`src/rtl/simple_edge_ai_soc.sv`:
```
// simple_edge_ai_soc: flash boot-word loader, UART/GPIO/IRQ run logic, sticky trap; `define SIMPLE_EDGE_AI_SOC_UART_ECHO_EN enables RX->TX echo in RUN
module simple_edge_ai_soc #(
  parameter int BAUD_DIV = 217,
  parameter int SPI_DIV = 2,
  parameter int LCD_RST_CYCLES = 1000
) (
  input  logic        clock,
  input  logic        reset,
  output logic        io_uart_tx,
  input  logic        io_uart_rx,
  output logic        io_lcd_spi_clk,
  output logic        io_lcd_spi_mosi,
  output logic        io_lcd_spi_cs,
  output logic        io_lcd_spi_dc,
  output logic        io_lcd_spi_rst,
  output logic        io_lcd_backlight,
  output logic [15:0] io_gpio_out,
  input  logic [15:0] io_gpio_in,
  output logic        io_trap,
  output logic        io_compact_irq,
  output logic        io_bitnet_irq,
  output logic        io_uart_tx_irq,
  output logic        io_uart_rx_irq,
  output logic        io_flash_spi_clk,
  output logic        io_flash_spi_mosi,
  output logic        io_flash_spi_cs,
  input  logic        io_flash_spi_miso,
  output logic        io_psram_spi_clk,
  output logic        io_psram_spi_cs,
  output logic        io_psram_spi_mosi,
  input  logic        io_psram_spi_miso,
  input  logic        io_psram_spi_sio2_in,
  input  logic        io_psram_spi_sio3_in,
  output logic        io_psram_spi_sio2_out,
  output logic        io_psram_spi_sio2_oe,
  output logic        io_psram_spi_sio3_out,
  output logic        io_psram_spi_sio3_oe
);
  localparam int SW = (SPI_DIV > 1) ? $clog2(SPI_DIV) : 1;
  localparam int BW = $clog2(BAUD_DIV);
  localparam int LW = $clog2(LCD_RST_CYCLES + 1);
  typedef enum logic [2:0] {BOOT_CMD, BOOT_DATA, CHECK, RUN, TRAP} state_t;
  state_t state_q, state_d;
  logic [SW-1:0] sdiv_q, sdiv_d;
  logic [BW-1:0] rx_cnt_q, rx_cnt_d, tx_cnt_q, tx_cnt_d;
  logic [LW-1:0] lcd_cnt_q, lcd_cnt_d;
  logic [31:0] sh_q, sh_d, bw_q, bw_d;
  logic [5:0] bit_q, bit_d;
  logic [3:0] rx_bit_q, rx_bit_d, tx_bit_q, tx_bit_d;
  logic [7:0] rx_sh_q, rx_sh_d, last_rx_q, last_rx_d, tx_byte, banner;
  logic [8:0] tx_sh_q, tx_sh_d;
  logic [15:0] gi1_q, gis_q, gip_q, gpio_out_q, gpio_out_d;
  logic sck_q, sck_d, fcs_q, fcs_d, fmosi_q, fmosi_d;
  logic rx1_q, rxs_q, rxp_q, rx_busy_q, rx_busy_d, rx_done, rx_tick;
  logic rx_irq_q, rx_irq_d, bn_irq_q, bn_irq_d, cmp_irq_q, cmp_irq_d;
  logic tx_q, tx_d, tx_busy_q, tx_busy_d, tx_irq_q, tx_irq_d, tx_start, tx_tick;
  logic bl_q, bl_d, trap_q, trap_d, lcd_rst_q, lcd_rst_d, bad, run, unused_in;
  assign run = state_q == RUN;
  assign bad = bw_q == 32'h0 || &bw_q;
  assign banner = bad ? 8'h21 : 8'h4F;
  assign unused_in = ^{io_psram_spi_miso, io_psram_spi_sio2_in, io_psram_spi_sio3_in};
  // Flash read: one SCK edge every SPI_DIV clocks; bits advance on falling SCK, miso captured on rising SCK
  always_comb begin
    state_d = state_q;
    sdiv_d = sdiv_q;
    sck_d = sck_q;
    sh_d = sh_q;
    bit_d = bit_q;
    bw_d = bw_q;
    if (state_q == BOOT_CMD || state_q == BOOT_DATA) begin
      sdiv_d = (sdiv_q == SW'(SPI_DIV - 1)) ? '0 : sdiv_q + 1'b1;
      if (sdiv_q == SW'(SPI_DIV - 1)) begin
        sck_d = ~sck_q;
        if (!sck_q && state_q == BOOT_DATA) bw_d = {bw_q[30:0], io_flash_spi_miso};
        if (sck_q) begin
          bit_d = bit_q + 1'b1;
          sh_d = {sh_q[30:0], 1'b0};
          state_d = (bit_q == 6'd31) ? BOOT_DATA : (bit_q == 6'd63) ? CHECK : state_q;
        end
      end
    end else if (state_q == CHECK) state_d = bad ? TRAP : RUN;
    fcs_d = !(state_d == BOOT_CMD || state_d == BOOT_DATA);
    fmosi_d = !fcs_d && sh_d[31];
  end
  always_comb begin
    rx_busy_d = rx_busy_q;
    rx_cnt_d = rx_cnt_q;
    rx_bit_d = rx_bit_q;
    rx_sh_d = rx_sh_q;
    rx_done = 1'b0;
    rx_tick = rx_cnt_q == ((rx_bit_q == 4'd0) ? BW'(BAUD_DIV / 2 - 1) : BW'(BAUD_DIV - 1));
    if (!rx_busy_q) begin
      rx_busy_d = rxp_q && !rxs_q;
      rx_cnt_d = '0;
      rx_bit_d = '0;
    end else if (rx_tick) begin
      rx_cnt_d = '0;
      rx_bit_d = rx_bit_q + 1'b1;
      if (rx_bit_q == 4'd0 && rxs_q) rx_busy_d = 1'b0;
      if (rx_bit_q >= 4'd1 && rx_bit_q <= 4'd8) rx_sh_d = {rxs_q, rx_sh_q[7:1]};
      if (rx_bit_q == 4'd9) begin
        rx_busy_d = 1'b0;
        rx_done = rxs_q;
      end
    end else rx_cnt_d = rx_cnt_q + 1'b1;
    rx_irq_d = rx_done && run;
    bn_irq_d = rx_irq_d && rx_sh_q == bw_q[31:24];
    last_rx_d = rx_irq_d ? rx_sh_q : last_rx_q;
  end
`ifdef SIMPLE_EDGE_AI_SOC_UART_ECHO_EN
  assign tx_start = state_q == CHECK || rx_irq_d;
  assign tx_byte = (state_q == CHECK) ? banner : rx_sh_q;
`else
  assign tx_start = state_q == CHECK;
  assign tx_byte = banner;
`endif
  always_comb begin
    tx_d = tx_q;
    tx_busy_d = tx_busy_q;
    tx_cnt_d = tx_cnt_q;
    tx_bit_d = tx_bit_q;
    tx_sh_d = tx_sh_q;
    tx_irq_d = 1'b0;
    tx_tick = tx_cnt_q == BW'(BAUD_DIV - 1);
    if (tx_start && !tx_busy_q) begin
      tx_busy_d = 1'b1;
      tx_d = 1'b0;
      tx_sh_d = {1'b1, tx_byte};
      tx_cnt_d = '0;
      tx_bit_d = '0;
    end else if (tx_busy_q) begin
      tx_cnt_d = tx_tick ? '0 : tx_cnt_q + 1'b1;
      if (tx_tick) begin
        tx_bit_d = tx_bit_q + 1'b1;
        tx_d = tx_sh_q[0];
        tx_sh_d = {1'b1, tx_sh_q[8:1]};
        if (tx_bit_q == 4'd9) begin
          tx_busy_d = 1'b0;
          tx_d = 1'b1;
          tx_irq_d = run;
        end
      end
    end
  end
  always_comb begin
    gpio_out_d = (state_q == TRAP) ? 16'hDEAD : run ? {last_rx_q, bw_q[7:0] ^ gis_q[7:0]} : 16'h0;
    cmp_irq_d = run && gis_q != gip_q;
    trap_d = trap_q || state_q == TRAP;
    bl_d = run;
    lcd_cnt_d = (lcd_cnt_q == LW'(LCD_RST_CYCLES)) ? lcd_cnt_q : lcd_cnt_q + 1'b1;
    lcd_rst_d = lcd_cnt_d == LW'(LCD_RST_CYCLES);
  end
  always_ff @(posedge clock) begin
    if (reset) begin
      state_q <= BOOT_CMD;
      sdiv_q <= '0;
      sck_q <= 1'b0;
      fcs_q <= 1'b1;
      fmosi_q <= 1'b0;
      sh_q <= 32'h0300_0000;
      bit_q <= '0;
      bw_q <= '0;
      gi1_q <= '0;
      gis_q <= '0;
      gip_q <= '0;
      rx1_q <= 1'b1;
      rxs_q <= 1'b1;
      rxp_q <= 1'b1;
      rx_busy_q <= 1'b0;
      rx_cnt_q <= '0;
      rx_bit_q <= '0;
      rx_sh_q <= '0;
      last_rx_q <= '0;
      rx_irq_q <= 1'b0;
      bn_irq_q <= 1'b0;
      cmp_irq_q <= 1'b0;
      tx_q <= 1'b1;
      tx_busy_q <= 1'b0;
      tx_cnt_q <= '0;
      tx_bit_q <= '0;
      tx_sh_q <= '1;
      tx_irq_q <= 1'b0;
      gpio_out_q <= '0;
      bl_q <= 1'b0;
      trap_q <= 1'b0;
      lcd_cnt_q <= '0;
      lcd_rst_q <= 1'b0;
    end else begin
      state_q <= state_d;
      sdiv_q <= sdiv_d;
      sck_q <= sck_d;
      fcs_q <= fcs_d;
      fmosi_q <= fmosi_d;
      sh_q <= sh_d;
      bit_q <= bit_d;
      bw_q <= bw_d;
      gi1_q <= io_gpio_in;
      gis_q <= gi1_q;
      gip_q <= gis_q;
      rx1_q <= io_uart_rx;
      rxs_q <= rx1_q;
      rxp_q <= rxs_q;
      rx_busy_q <= rx_busy_d;
      rx_cnt_q <= rx_cnt_d;
      rx_bit_q <= rx_bit_d;
      rx_sh_q <= rx_sh_d;
      last_rx_q <= last_rx_d;
      rx_irq_q <= rx_irq_d;
      bn_irq_q <= bn_irq_d;
      cmp_irq_q <= cmp_irq_d;
      tx_q <= tx_d;
      tx_busy_q <= tx_busy_d;
      tx_cnt_q <= tx_cnt_d;
      tx_bit_q <= tx_bit_d;
      tx_sh_q <= tx_sh_d;
      tx_irq_q <= tx_irq_d;
      gpio_out_q <= gpio_out_d;
      bl_q <= bl_d;
      trap_q <= trap_d;
      lcd_cnt_q <= lcd_cnt_d;
      lcd_rst_q <= lcd_rst_d;
    end
  end
  assign io_uart_tx = tx_q;
  assign io_lcd_spi_clk = 1'b0;
  assign io_lcd_spi_mosi = 1'b0;
  assign io_lcd_spi_cs = 1'b1;
  assign io_lcd_spi_dc = 1'b0;
  assign io_lcd_spi_rst = lcd_rst_q;
  assign io_lcd_backlight = bl_q;
  assign io_gpio_out = gpio_out_q;
  assign io_trap = trap_q;
  assign io_compact_irq = cmp_irq_q;
  assign io_bitnet_irq = bn_irq_q;
  assign io_uart_tx_irq = tx_irq_q;
  assign io_uart_rx_irq = rx_irq_q;
  assign io_flash_spi_clk = sck_q;
  assign io_flash_spi_mosi = fmosi_q;
  assign io_flash_spi_cs = fcs_q;
  assign io_psram_spi_clk = 1'b0;
  assign io_psram_spi_cs = 1'b1;
  assign io_psram_spi_mosi = 1'b0;
  assign io_psram_spi_sio2_out = 1'b0;
  assign io_psram_spi_sio2_oe = 1'b0;
  assign io_psram_spi_sio3_out = 1'b0;
  assign io_psram_spi_sio3_oe = 1'b0;
endmodule

```
`config.mk`:
```
export PLATFORM = sky130hd
export DESIGN_NAME = simple_edge_ai_soc
export DESIGN_NICKNAME = d
export VERILOG_FILES = /design/src/rtl/simple_edge_ai_soc.sv
export SDC_FILE = /design/constraint.sdc
export NUM_CORES = 1
export LEC_CHECK = 0
export CAP_MARGIN = 20
export CORE_MARGIN = 4
export CORE_UTILIZATION = 35
export DETAILED_ROUTE_END_ITERATION = 10
export GPL_TIMING_DRIVEN = 0
export PLACE_DENSITY_LB_ADDON = 0.3
export SLEW_MARGIN = 40
export SYNTH_ARGS = -nofsm -noshare
export SYNTH_HDL_FRONTEND = slang
export SYNTH_SLANG_ARGS = --single-unit
export TNS_END_PERCENT = 20
```
`constraint.sdc`:
```
create_clock -name clock -period 6.31 [get_ports clock]
set_input_delay 1.262 -clock clock [delete_from_list [all_inputs] [get_ports clock]]
set_output_delay 1.262 -clock clock [all_outputs]
set_load 0.005 [all_outputs]
```
Word level (Yosys, flattened, before mapping)

Cells that the tools add are included.

Word-level logic and storage cells: 136
Bits in registers: 188
Input port bits: 23
Bits in read-only memories: 0
Memories kept: 0
Output and inout port bits: 38
Memory bits (writable): 0
Bits in latches: 0

Div/mod/pow operators: 0
Order comparisons: 2
Multipliers: 0
Bitwise logic cells: 7
Shift operators: 0
Multiplexer cells: 35
Equality and inequality tests: 15
$add $sub $neg: 7
Reductions and logical operators: 35

Operators with widths:

| operator                                             | number |
|---|---|
| two-way mux 32 bit                                   | 3 |
| two-way mux 8 bit                                    | 5 |
| logical NOT 32 bit                                   | 1 |
| two-way mux 16 bit                                   | 2 |
| AND reduction 32 bit                                 | 1 |
| two-way mux 3 bit                                    | 7 |
| equality test 10 bit (second input constant)         | 2 |
| adder 8 x 1 -> 8 bit (second input constant)         | 2 |
| equality test 8 bit                                  | 2 |
| two-way mux 1 bit                                    | 16 |
| inequality test 16 bit                               | 1 |
| adder 10 x 1 -> 10 bit (second input constant)       | 1 |
| two-way mux 10 bit                                   | 1 |
| logical AND 1 bit                                    | 9 |
| AND reduction 3 bit                                  | 3 |
| adder 4 x 1 -> 4 bit (second input constant)         | 2 |
| equality test 4 bit (second input constant)          | 2 |
| equality test 8 bit (second input constant)          | 1 |
| XOR 8 bit                                            | 1 |
| two-way mux 7 bit                                    | 1 |
| adder 6 x 1 -> 6 bit (second input constant)         | 1 |
| equality test 3 x 1 -> 1 bit (second input constant) | 2 |
| equality test 3 x 2 -> 1 bit (second input constant) | 2 |
| equality test 6 x 5 -> 1 bit (second input constant) | 1 |
| 15 further kinds                                     | 32 |

Depth between registers and ports, before layout

Gate-level depths: netlist (run 1).

Word-level depth: 9
Mapped depth: 7
Mapped depth without buffers: 7

Least setup slack after synthesis (run 1)

No wires, ideal clock.

Path type: input port to flip-flop
From: in reset
To: reg bit_q[0]
Path buffers: 3
Stages on the path: 4
Setup slack: 4.022 ns
Data arrival time: 2.161 ns
Library setup time: 0.128 ns
Data required time: 6.182 ns
Cells stage by stage: clkbuf_1 clkbuf_1 clkbuf_1 nor2_1

RTL lines:

| what                 | line | text |
|---|---|---|
| from (decl)          | 8    | `input logic reset,` |
| to (signal assigned) | 195  | `bit_q <= bit_d;` |
| to (decl)            | 48   | `logic [5:0] bit_q, bit_d;` |

No word-level cell between the ends.

Worst setup path in the final report (run 1)

From: in reset
To: reg bn_irq_q (netlist: io_bitnet_irq)

RTL lines:

| what                 | line | text |
|---|---|---|
| to (signal assigned) | 209  | `bn_irq_q <= bn_irq_d;` |
| to (decl)            | 55   | `logic rx_irq_q, rx_irq_d, bn_irq_q, bn_irq_d, cmp_irq_q, cmp_irq_d;` |

No word-level cell between the ends.

==> results_dict.tcl, run 1 <==
set metrics [dict create \
    ff2ff_setup_slack_ns 3.99 \
    reg2reg_depth 6 \
    grt_pass1_vias 4719 \
    cts_buffers 17 \
    grt_max_degree 21 \
    grt_overflow 0 \
    crit_arrival_ns 3.32 \
    htreeDepth 4 \
    num_rows 52 \
    hold_class "register to register" \
    path_depth 5 \
    dieArea_mm2 0.0231 \
    crit_buf_inv 4 \
    total_leakage_power_nw 3.28 \
    finalClockSkew_ns 0.00835 \
    slew_headroom_pct 58.6 \
    path_clk_slew_ns 0.07 \
    dp_hpwl_um 9940 \
    synth-seq-cells 188 \
    power_frac_seq_pct 50.8 \
    synth_most_common_cell "dfxtp_1" \
    fmax_mhz 329 \
    antenna_cells 0 \
    grt_first_pass_wirelength_um 23200 \
    cp_max_fo 10 \
    postRouteAntennaNets 0 \
    dr_total_vias 5098 \
    synth-edff-count 0 \
    slew_viol_final 0 \
    via_per_inst 4.55 \
    synth_common_cells "dfxtp_1 (188), nand2_1 (112), nor2_1 (72)" \
    finalSetupViolations 0 \
    gp_congestion 0.767 \
    yosys_warnings 0 \
    core_area_mm2 0.0203 \
    required_ns 6.59 \
    swShare_pct 23.9 \
    drive_above_1_share_pct 8.81 \
    hold_violations 0 \
    power.share.clock_pct 45.7 \
    p_int_mw 1.82 \
    die_width_um 152 \
    maxCapViolCount 0 \
    postCtsSetupBuffers 0 \
    drc 0 \
    grt_util_met1_pct 16.2 \
    cts_tree "done" \
    wl_um 13800 \
    post-route-period-util_pct 48.2 \
    cts_hold_buffers 0 \
    clk_latency_ns 0.43 \
    comb_power_share_pct 3.5 \
    synth_area_mm2 0.00725 \
    fin_nets 873 \
    power.density_mw_per_mm2 275 \
    ys_top_cells_by_area "dfxtp_1 (52%), nand2_1 (5.8%), xnor2_1 (5.8%)" \
    p_sw_mw 0.572 \
    critPathSlowestCell "clkbuf_1" \
    path_common_cell "clkbuf_1" \
    crit_chain "clkdlybuf4s50_1 > clkbuf_1 > clkbuf_1 > clkbuf_1 > nor4_1" \
    avgSynthCellArea_um2 9.49 \
    start_util_pct 35.7 \
    rsz0062_at_grt "false" \
    antenna_found_initial 0 \
    period_needed_ns 3.04 \
    timing.rr.end "io_bitnet_irq" \
    cts_sinks 188 \
    grt-busiest-layer "met2" \
    cts_root_buf "clkbuf_16" \
    area_delta_synth_final_pct 20.0 \
    cts_resized 0 \
    grtUsageMet2_pct 18.9 \
    synth_area_leader_cell "dfxtp_1" \
    start_kind "input pin" \
    dr.pass1.iters 4 \
    critical_path.endpoint_type "register" \
    io_pins 61 \
    ctsLongestPathBuffers 2 \
    async_flop_share_pct 0 \
    yosysSeqAreaShare_pct 51.9 \
    setup.worst_path.class "input pin to register" \
    synth_top_area_share_pct 51.9 \
    track_usage_pct 12.0 \
    critPathCapture "io_bitnet_irq" \
    r2r-start "rx_bit_q[0]" \
    crit_path_start "reset" \
    ir_drop_mv 0.143 \
    synthCells 764 \
    ys.flop_type "dfxtp_1" \
    totalPowerFinal_mw 2.39 \
    fillers 2003 \
    grtUsageMet3_pct 2.90 \
    outcome "completed" \
    dieHeight_um 152 \
    critical-path-max-stage-delay_ns 0.49 \
    io_buffers 46 \
    drtIter0Drc 217 \
    wl_per_cell_um 12.3 \
    tightest_slew_ns 0.616 \
    fin_tns_setup_ns 0 \
    cp_top_family "buffers and inverters" \
    ys_types 63 \
]
==> cells in the final DEF (no fill, tap or decap), types with 4 or more instances in the layout <==
cell	synthesis	routed
nor4_1	13	13
clkdlybuf4s50_1	0	46
buf_2	6	6
buf_4	11	11
conb_1	2	11
a21oi_1	47	47
nand3_1	14	14
clkbuf_1	22	22
nor2_1	72	72
nor3_1	7	7
dfxtp_1	188	188
xnor2_1	48	48
nand2_1	112	112
nand4_1	25	25
ha_1	12	12
or2_1	4	4
o21ai_1	6	6
inv_8	0	5
clkbuf_16	0	17
clkinv_8	0	4
inv_1	13	13
mux2i_1	21	21
nor2b_1	50	50
xor2_1	18	18
a221o_1	6	6
==> cell families (layout without fill, tap and decap cells) <==
group	after synthesis	count (layout)	share of synthesized area [%]
AND/OR/NAND/NOR	338	338	24.4
adder cells (fa/ha/maj)	12	12	2.07
flip-flops	188	188	51.9
XOR/XNOR	66	66	7.97
buffers and inverters	61	139	4.16
multiplexers	23	23	3.24
other	2	11	0.104
AO/OA/AOI/OAI	74	74	6.11
==> routing by layer <==
metal	up-vias	wire length [um]
li1	2689	-
met1	2330	6820
met2	61	6340
met3	18	389
met4	0	211
met5	-	0
==> power by group through the flow <==
stage	clock network [mW]	logic (mW)	registers, mW
2_1_floorplan	0	0.0555	1.24
3_3_place_gp	0	0.0849	1.24
3_5_place_dp	0	0.0850	1.24
4_1_cts	1.12	0.0854	1.22
5_1_grt	1.17	0.0946	1.22
6_report	1.09	0.0844	1.22
==> worst min path at each step <==
stage / from / depth (start not counted) / endpoint / slack, ns
after detailed placement: rx1_q / 1 / rxs_q / 0.39
after CTS: rx1_q / 1 / rxs_q / 0.41
after global routing: rx1_q / 1 / rxs_q / 0.42
after global placement: rx1_q / 1 / rxs_q / 0.39
final: rx1_q / 1 / rxs_q / 0.41
after floorplan: rx1_q / 1 / rxs_q / 0.38
==> through the flow <==
| stage | hold slack [ns] | std cells | utilization [%] | cell area (um2) | setup slack [ns] |
|---|---|---|---|---|---|
| 2_1_floorplan | 0.383 | 773 | - | 7280 | 4.02 |
| 3_3_place_gp | 0.386 | 1089 | 39.8 | 8080 | 2.70 |
| 3_5_place_dp | 0.391 | 1089 | 39.8 | 8080 | 2.73 |
| 4_1_cts | 0.409 | 1121 | 42.9 | 8700 | 3.18 |
| 5_1_grt | 0.416 | 1121 | 42.9 | 8700 | 3.06 |
| 6_report | 0.409 | 1121 | 42.9 | 8700 | 3.27 |
==> registers in the layout (all words and copies together) (netlist names), 3 cells and up <==
name         count
bit_q            6
bw_q            32
gi1_q           16
gip_q           16
gis_q           16
io_gpio_out     16
last_rx_q        8
lcd_cnt_q       10
rx_bit_q         4
rx_cnt_q         8
rx_sh_q          8
sh_q             8
state_q          3
tx_bit_q         4
tx_cnt_q         8
tx_sh_q          8
==> cell type report <==
class | count | area [um2] | area share [%]
Sequential cell | 188 | 3760 | 43.2
Multi-Input combinational cell | 524 | 3220 | 37.0
Timing Repair Buffer | 46 | 460 | 5.29
Clock buffer | 17 | 425 | 4.89
Tap cell | 270 | 338 | 3.88
Buffer | 45 | 241 | 2.77
Clock inverter | 15 | 195 | 2.24
Inverter | 16 | 60.1 | 0.690
Note: power is estimated with default switching activity, not from simulation.
==> run 2, diff against run 1 <==
clock period = 2.54 ns   (was 6.31 ns; I/O delays follow)
==> results of run 2 <==
The final DEF is identical to that of run 1. Status: completed.
Among the figures that moved: setup slack after placement 2.73 ns -> -0.287 ns; setup slack after layout 3.27 ns -> 0.223 ns; start point of the critical path reset -> rx_bit_q[0]; register-to-register setup slack 3.99 ns -> 0.22 ns; total power 2.39 mW -> 5.95 mW; worst IR drop on VDD 0.143 mV -> 0.356 mV
==> run 3, diff against run 2 <==
CTS_CLUSTER_DIAMETER = 200   (was not set)
==> results of run 3 <==
The final DEF is identical to that of run 1. Status: completed.
Among the figures that moved: setup slack after placement 2.73 ns -> -0.287 ns; setup slack after layout 3.27 ns -> 0.223 ns; start point of the critical path reset -> rx_bit_q[0]; register-to-register setup slack 3.99 ns -> 0.22 ns; total power 2.39 mW -> 5.95 mW; worst IR drop on VDD 0.143 mV -> 0.356 mV
